File: src/rtl/pipe_skid_buf_pkg.sv
// Shared definitions for the skid buffer: state encoding and the mapping
// from the two control valids onto that encoding.
package pipe_skid_buf_pkg;

    typedef enum logic [1:0] {
        SKB_EMPTY = 2'd0,
        SKB_BUSY  = 2'd1,
        SKB_FULL  = 2'd2
    } skb_state_e;

    // The skid register only fills behind a valid main register.
    function automatic skb_state_e skb_state_of(input logic main_vld, input logic skid_vld);
        if (skid_vld) begin
            return SKB_FULL;
        end else if (main_vld) begin
            return SKB_BUSY;
        end
        return SKB_EMPTY;
    endfunction

endpackage

File: src/rtl/pipe_skid_buf_dff_en.sv
// Load-enabled payload register with no reset; its contents are qualified
// by a separate valid flop held in the parent.
module pipe_skid_buf_dff_en #(
    parameter int WIDTH = 32
) (
    input  logic             clk,
    input  logic             en,
    input  logic [WIDTH-1:0] d,
    output logic [WIDTH-1:0] q
);

    logic [WIDTH-1:0] dat_q;

    always_ff @(posedge clk) begin
        if (en) begin
            dat_q <= d;
        end
    end

    assign q = dat_q;

endmodule

File: src/rtl/pipe_skid_buf.sv
// Two-entry elastic pipeline register (main + skid) with a registered
// in_ready, so stalls travel upstream one stage per cycle.
module pipe_skid_buf
    import pipe_skid_buf_pkg::*;
#(
    parameter int WIDTH = 32
) (
    input  logic             clk,
    input  logic             rst,
    input  logic             flush,
    input  logic             in_valid,
    output logic             in_ready,
    input  logic [WIDTH-1:0] in_data,
    output logic             out_valid,
    input  logic             out_ready,
    output logic [WIDTH-1:0] out_data,
    output logic [1:0]       occupancy
);

    logic             main_vld_q, main_vld_d;
    logic             skid_vld_q, skid_vld_d;
    logic             in_ready_q, in_ready_d;
    logic             main_en, skid_en, main_from_skid;
    logic             in_xfer, out_xfer;
    logic [WIDTH-1:0] main_dat_d, main_dat_q, skid_dat_q;
    skb_state_e       state;

    assign state    = skb_state_of(main_vld_q, skid_vld_q);
    assign in_xfer  = in_valid & in_ready_q;
    assign out_xfer = main_vld_q & out_ready;

    always_comb begin
        main_vld_d     = main_vld_q;
        skid_vld_d     = skid_vld_q;
        main_en        = 1'b0;
        skid_en        = 1'b0;
        main_from_skid = 1'b0;
        case (state)
            SKB_EMPTY: begin
                if (in_xfer) begin
                    main_vld_d = 1'b1;
                    main_en    = 1'b1;
                end
            end
            SKB_BUSY: begin
                if (in_xfer && out_xfer) begin
                    main_en = 1'b1;
                end else if (in_xfer) begin
                    skid_vld_d = 1'b1;
                    skid_en    = 1'b1;
                end else if (out_xfer) begin
                    main_vld_d = 1'b0;
                end
            end
            SKB_FULL: begin
                // in_ready is low here, so only the skid entry can advance.
                if (out_xfer) begin
                    skid_vld_d     = 1'b0;
                    main_en        = 1'b1;
                    main_from_skid = 1'b1;
                end
            end
            default: begin
                main_vld_d = 1'b0;
                skid_vld_d = 1'b0;
            end
        endcase
        // Flush wins over any input arriving in the same cycle.
        if (flush) begin
            main_vld_d = 1'b0;
            skid_vld_d = 1'b0;
            main_en    = 1'b0;
            skid_en    = 1'b0;
        end
        in_ready_d = ~skid_vld_d;
    end

    assign main_dat_d = main_from_skid ? skid_dat_q : in_data;

    always_ff @(posedge clk or negedge rst) begin
        if (!rst) begin
            main_vld_q <= 1'b0;
            skid_vld_q <= 1'b0;
            in_ready_q <= 1'b1;
        end else begin
            main_vld_q <= main_vld_d;
            skid_vld_q <= skid_vld_d;
            in_ready_q <= in_ready_d;
        end
    end

    pipe_skid_buf_dff_en #(.WIDTH(WIDTH)) u_main (
        .clk (clk),
        .en  (main_en),
        .d   (main_dat_d),
        .q   (main_dat_q)
    );

    pipe_skid_buf_dff_en #(.WIDTH(WIDTH)) u_skid (
        .clk (clk),
        .en  (skid_en),
        .d   (in_data),
        .q   (skid_dat_q)
    );

    assign in_ready  = in_ready_q;
    assign out_valid = main_vld_q;
    assign out_data  = main_dat_q;
    assign occupancy = state;

    a_occ_max: assert property (@(posedge clk) disable iff (!rst) occupancy != 2'd3);
    a_skid_main: assert property (@(posedge clk) disable iff (!rst) !skid_vld_q || main_vld_q);

endmodule

File: config.mk
export PLATFORM = sky130hd
export DESIGN_NAME = pipe_skid_buf
export DESIGN_NICKNAME = d
export VERILOG_FILES = /design/src/rtl/pipe_skid_buf_pkg.sv /design/src/rtl/pipe_skid_buf_dff_en.sv /design/src/rtl/pipe_skid_buf.sv
export SDC_FILE = /design/constraint.sdc
export NUM_CORES = 1
export LEC_CHECK = 0
export BUFFER_PORTS_ARGS = -buffer_cell sky130_fd_sc_hd__buf_2
export CAP_MARGIN = 20
export CORE_MARGIN = 10
export CORE_UTILIZATION = 55
export CTS_CLUSTER_DIAMETER = 150
export DETAILED_ROUTE_END_ITERATION = 8
export PLACE_DENSITY = 0.85
export SLEW_MARGIN = 20
export SYNTH_ARGS = -nofsm -noshare
export SYNTH_HDL_FRONTEND = slang
export SYNTH_HIERARCHICAL = 1
export SYNTH_SLANG_ARGS = --single-unit
export TNS_END_PERCENT = 10
File: constraint.sdc
create_clock -name clk -period 10.1 [get_ports clk]
set_input_delay 1.01 -clock clk [delete_from_list [all_inputs] [get_ports clk]]
set_output_delay 1.01 -clock clk [all_outputs]
set_load 0.02 [all_outputs]
**Word level (Yosys, flattened, before mapping)**

Cells that the tools add are included.

- Bitwise gates (word level): 3
- Multiplexer cells: 26
- Reductions and logical operators: 3
- Equality and inequality tests: 7

Operators by type and width:

| operator | count |
|---|---|
| 2-to-1 mux 32 bit | 1 |
| 2-to-1 mux 1 bit | 19 |
| inequality test 3 bit, second input constant | 4 |
| one-hot mux 1 bit (3 select lines) | 3 |
| 2-to-1 mux 2 bit | 3 |
| AND reduction 5 bit | 1 |
| AND 1 bit | 2 |
| == test 2 x 1 -> 1 bit, second input constant | 1 |
| == test 2 bit, second input constant | 1 |
| logical NOT 2 bit | 1 |
| inequality test 2 bit, second input constant | 1 |
| logical AND 1 bit | 1 |
| inverter 1 bit | 1 |

- Bits in registers: 67
- Output and inout port bits: 36
- Word-level logic and storage cells: 44
- Input bits: 37

**Longest topological paths before layout**

- Depth after elaboration: 7
- Depth in mapped cells: 3

**Modules after synthesis**

Netlist, hierarchy kept.

By module, submodules not included:

| module | seq. area each (µm²) | area each (µm²) | instances | cells an instance |
|---|---|---|---|---|
| pipe_skid_buf_dff_en | 960.9 | 960.9 | 2 | 32 |
| pipe_skid_buf | 76.3 | 680.7 | 1 | 54 |

**Least setup slack after synthesis**

Ideal clock, no wire load.

- Kind: input-to-reg
- Start: input port in_valid
- End: register u_skid.dat_q[0] (netlist: u_skid/q[0]), enable pin
- Stages on the path: 2
- Buffers on the path: 0
- Arrival: 4462 ps
- Slack: 5124 ps
- Setup time: 514 ps
- Path through: nand2_1 > nor4b_1

- Longest elaborated chain between the ends: 5
- Elaborated cells on any way between the ends: 6
- Classes of those cells: mux (4); bitwise (1); reduce/logical (1)

RTL lines:

| what | RTL line | source |
|---|---|---|
| from (decl) | pipe_skid_buf.sv:11 | `input logic in_valid,` |
| AND 1 bit (*) | pipe_skid_buf.sv:29 | `assign in_xfer = in_valid & in_ready_q;` |
| 2-to-1 mux 1 bit / logical AND 1 bit (equally long branches) | pipe_skid_buf.sv:48, pipe_skid_buf.sv:46 |  |
| 2-to-1 mux 1 bit (*) | pipe_skid_buf.sv:46 | `if (in_xfer && out_xfer) begin` |
| 2-to-1 mux 1 bit (*) | pipe_skid_buf.sv:38 | `case (state)` |
| 2-to-1 mux 1 bit (*) | pipe_skid_buf.sv:69 | `if (flush) begin` |
| via skid_en | pipe_skid_buf.sv:23 | `logic main_en, skid_en, main_from_skid;` |
| to (signal assigned) | pipe_skid_buf_dff_en.sv:16 | `dat_q <= d;` |
| to (decl) | pipe_skid_buf_dff_en.sv:12 | `logic [WIDTH-1:0] dat_q;` |

The timed path passes the listed nets; every way through them passes the cells marked *.
A chain may end at the register's enable or synchronous reset.

**Final worst setup path**

- Start: register main_vld_q (netlist: out_valid)
- End: output port occupancy[0]

- Longest elaborated chain between the ends: 3

RTL lines:

| what | RTL line | source |
|---|---|---|
| from (decl) | pipe_skid_buf.sv:20 | `logic main_vld_q, main_vld_d;` |
| from (signal assigned) | pipe_skid_buf.sv:86 | `main_vld_q <= main_vld_d;` |
| 2-to-1 mux 1 bit | pipe_skid_buf_pkg.sv:15 | `end else if (main_vld) begin` |
| 2-to-1 mux 1 bit | pipe_skid_buf_pkg.sv:13 | `if (skid_vld) begin` |
| 2-to-1 mux 2 bit | pipe_skid_buf_pkg.sv:18 | `return SKB_EMPTY;` |
| to (decl) | pipe_skid_buf.sv:17 | `output logic [1:0] occupancy` |

No other way between the ends.

==> run_results.csv <==
group,metric,value,unit
run_status,outcome,"finished clean",
placement,hpwl,3681,um
global_routing,grt_pass1_wl,7700,um
sta,fin_ws,7873,ps
detailed_routing,viasPerCell,5.195,
detailed_routing,wl_per_cell,19.89,um
power,powerDensity,195.2,nW/um2
synth,ys_warn_count,6,
setup_path,startpoint_type,"flip-flop",
layout,utilization,0.7279,
sta,rsz0062_at_grt,"no",
cts,htreeDepth,3,
global_routing,grt-ovfl-total,0,
power,leakage,1.375,nW
layout,design_area,3257,um2
placement,placement.cell_area,3017,um2
cts,cts.sink_count,67,
detailed_routing,finalWirelength,5093,um
cts,clock_latency,340,ps
die,start_util,0.5817,
setup_path,crit_fanout,8,
cts,clk_path_buf_depth,2,
sta,fin_crit_sh,0.2205,
detailed_routing,firstDrtPassIters,2,
die,die_area,7884,um2
layout,syn_to_final_growth,25.14,%
cts,cts_tree,"done",
sta,hold_viol,0,
synth,avgSynthCellArea,22.06,um2
layout,final_cell_mix,"buf_2 (72), edfxtp_1 (64), mux2_4 (30), clkbuf_8 (9)",
setup_path,cp_data_arrival_time,1220,ps
synth,synth.yosys.seq_area_share,0.7678,
setup_path,r2r_end,"u_main/q[27]$_DFFE_PP_",
sta,finClkSkew,9.588,ps
sta,worst_slew_pin_slew,646.2,ps
sta,setup_viol,0,
setup_path,worstPathRequired,9090,ps
synth,yosys.area_share.simple,0.01971,
setup_path,rrSetupSlack,8300,ps
detailed_routing,drt_iter0_drc,126,
setup_path,r2r_cells,2,
global_routing,grt_start_max_net_pins,33,
layout,drive_gt1_frac,0.6225,
synth,syn-cell-area,2602,um2
flow_run,max_cap_viol_count,0,
die,num_rows,24,
detailed_routing,antenna_left,0,
synth,synth_top_family_by_area,"multiplexers",
synth,synth_xor_area_frac,0,
die,die_w,88.79,um
setup_path,crit_type,"flip-flop to output port",
cts,postCtsSetupBuffers,0,
cts,cts_resized,0,
power,ir_drop,0.0001135,V
setup_path,critPathCaptureType,"output port",
layout,finish.net_count,236,
min_path,hp-class,"input pin to asynchronous set/reset pin",
cts,holdBufCountCts,0,
layout,final_common_cell,"buf_2",
die,die_h,88.79,um
synth,synth_compound_area_frac,0.01346,
placement,portBuffers,72,
detailed_routing,vias,1330,
global_routing,grt_use_total,0.1342,
sta,fmax,449.1,MHz
detailed_routing,drc_errors,0,
synth,synthMuxAreaShare,0.1817,
sta,tns,0,ps
cts,cts_root_buffer,"clkbuf_8",
layout,num_antenna_cells,0,
setup_path,worstReg2RegStart,"skid_vld_q$_DFF_PN0_",
synth,yosysUniqueCellTypes,19,
synth,yosys.area_share.adder,0,
cts,clkTransAtPathRegs,70,ps
sta,slew_headroom,0.5692,
sta,min_period,2227,ps
die,io_pins,73,
synth,syn_nets,155,
synth,ys_ff_latch,67,
cts,cts_made_buffers,9,
placement,gp_congestion,0.7006,
die,core_area,4474,um2
synth,netlist_instances,118,
global_routing,antenna_found_initial,0,
placement,post-place-ws,7642,ps
sta,drv_slew,0,
global_routing,grt_pass1_vias,1478,
## cell families after synthesis
logic type             after synthesis
AO/OA/AOI/OAI                        6
buffers and inverters                6
flip-flops                          67
multiplexers                        32
AND/OR/NAND/NOR                      7
## area by class of cell
cell class | count | area (um2)
repair buffers | 74 | 375.4
clock buffers | 9 | 123.9
flip-flops and latches | 67 | 1998
multi-input cells | 45 | 570.5
clock inverters | 7 | 116.4
inverters | 2 | 7.507
fillers | 275 | 1217
well taps | 52 | 65.06
## layer usage
metal	vias up	routed length [um]	track usage
met5	-	0	0
met4	0	99	0.07489
met3	9	376	0.05147
met2	50	2662	0.2294
met1	647	1955	0.1387
li1	624	-	-
## critical path: stages, from the launching register on
cell     delay, ps
dfrtp_1        490
nor2b_1        200
buf_2          190
## report_power, final
group / switching, W / internal (W) / total (W)
clock network: 0.0000998 / 0.000163 / 0.000263
registers: 0.00000373 / 0.000317 / 0.000321
logic: 0.0000292 / 0.0000223 / 0.0000515
## worst max-delay path by stage
stage / start / slack (ps) / end
floorplan: in_valid / 5120 / u_skid/q[0]$_DFFE_PP_
finish: out_valid$_DFFE_PN0P_ / 7870 / occupancy[0]
global route: out_valid$_DFFE_PN0P_ / 7790 / occupancy[0]
global placement: out_ready / 7710 / u_main/q[5]$_DFFE_PP_
detailed placement: out_ready / 7640 / u_main/q[27]$_DFFE_PP_
CTS: out_valid$_DFFE_PN0P_ / 7860 / occupancy[0]
## metrics by stage
stage	total power, W	cells	hold WS, ps
detailed placement	0.0003792	240	536.8
global placement	0.0003759	240	530.1
CTS	0.0006420	256	446.8
global route	0.0006590	256	443.2
floorplan	0.0003570	118	524.6
finish	0.0006357	256	461.9
## synth_stat cells
cell type   n  share of area
dfrtp_1     2          0.019
mux2_4     30           0.17
clkbuf_1    1         0.0014
dfstp_2     1          0.010
edfxtp_1   64           0.74
a211o_1     1         0.0034
a31oi_1     1         0.0024
nor2b_1     1         0.0024
or2_2       1         0.0024
o21ai_0     1         0.0019
nor3_1      1         0.0019
nor2_1      1         0.0014
a21oi_1     3         0.0058
buf_6       3          0.013
nor4b_1     1         0.0034
inv_1       2         0.0029
nand2_1     1         0.0014
mux2_2      2         0.0087
nand3_4     1         0.0067
## sequential cells by signal (all words and copies together), names as in the netlist
signal      count
u_skid/q       32
in_ready        1
u_main/q       32
out_valid       1
skid_vld_q      1
No activity file was read; power rests on OpenSTA's default activity.
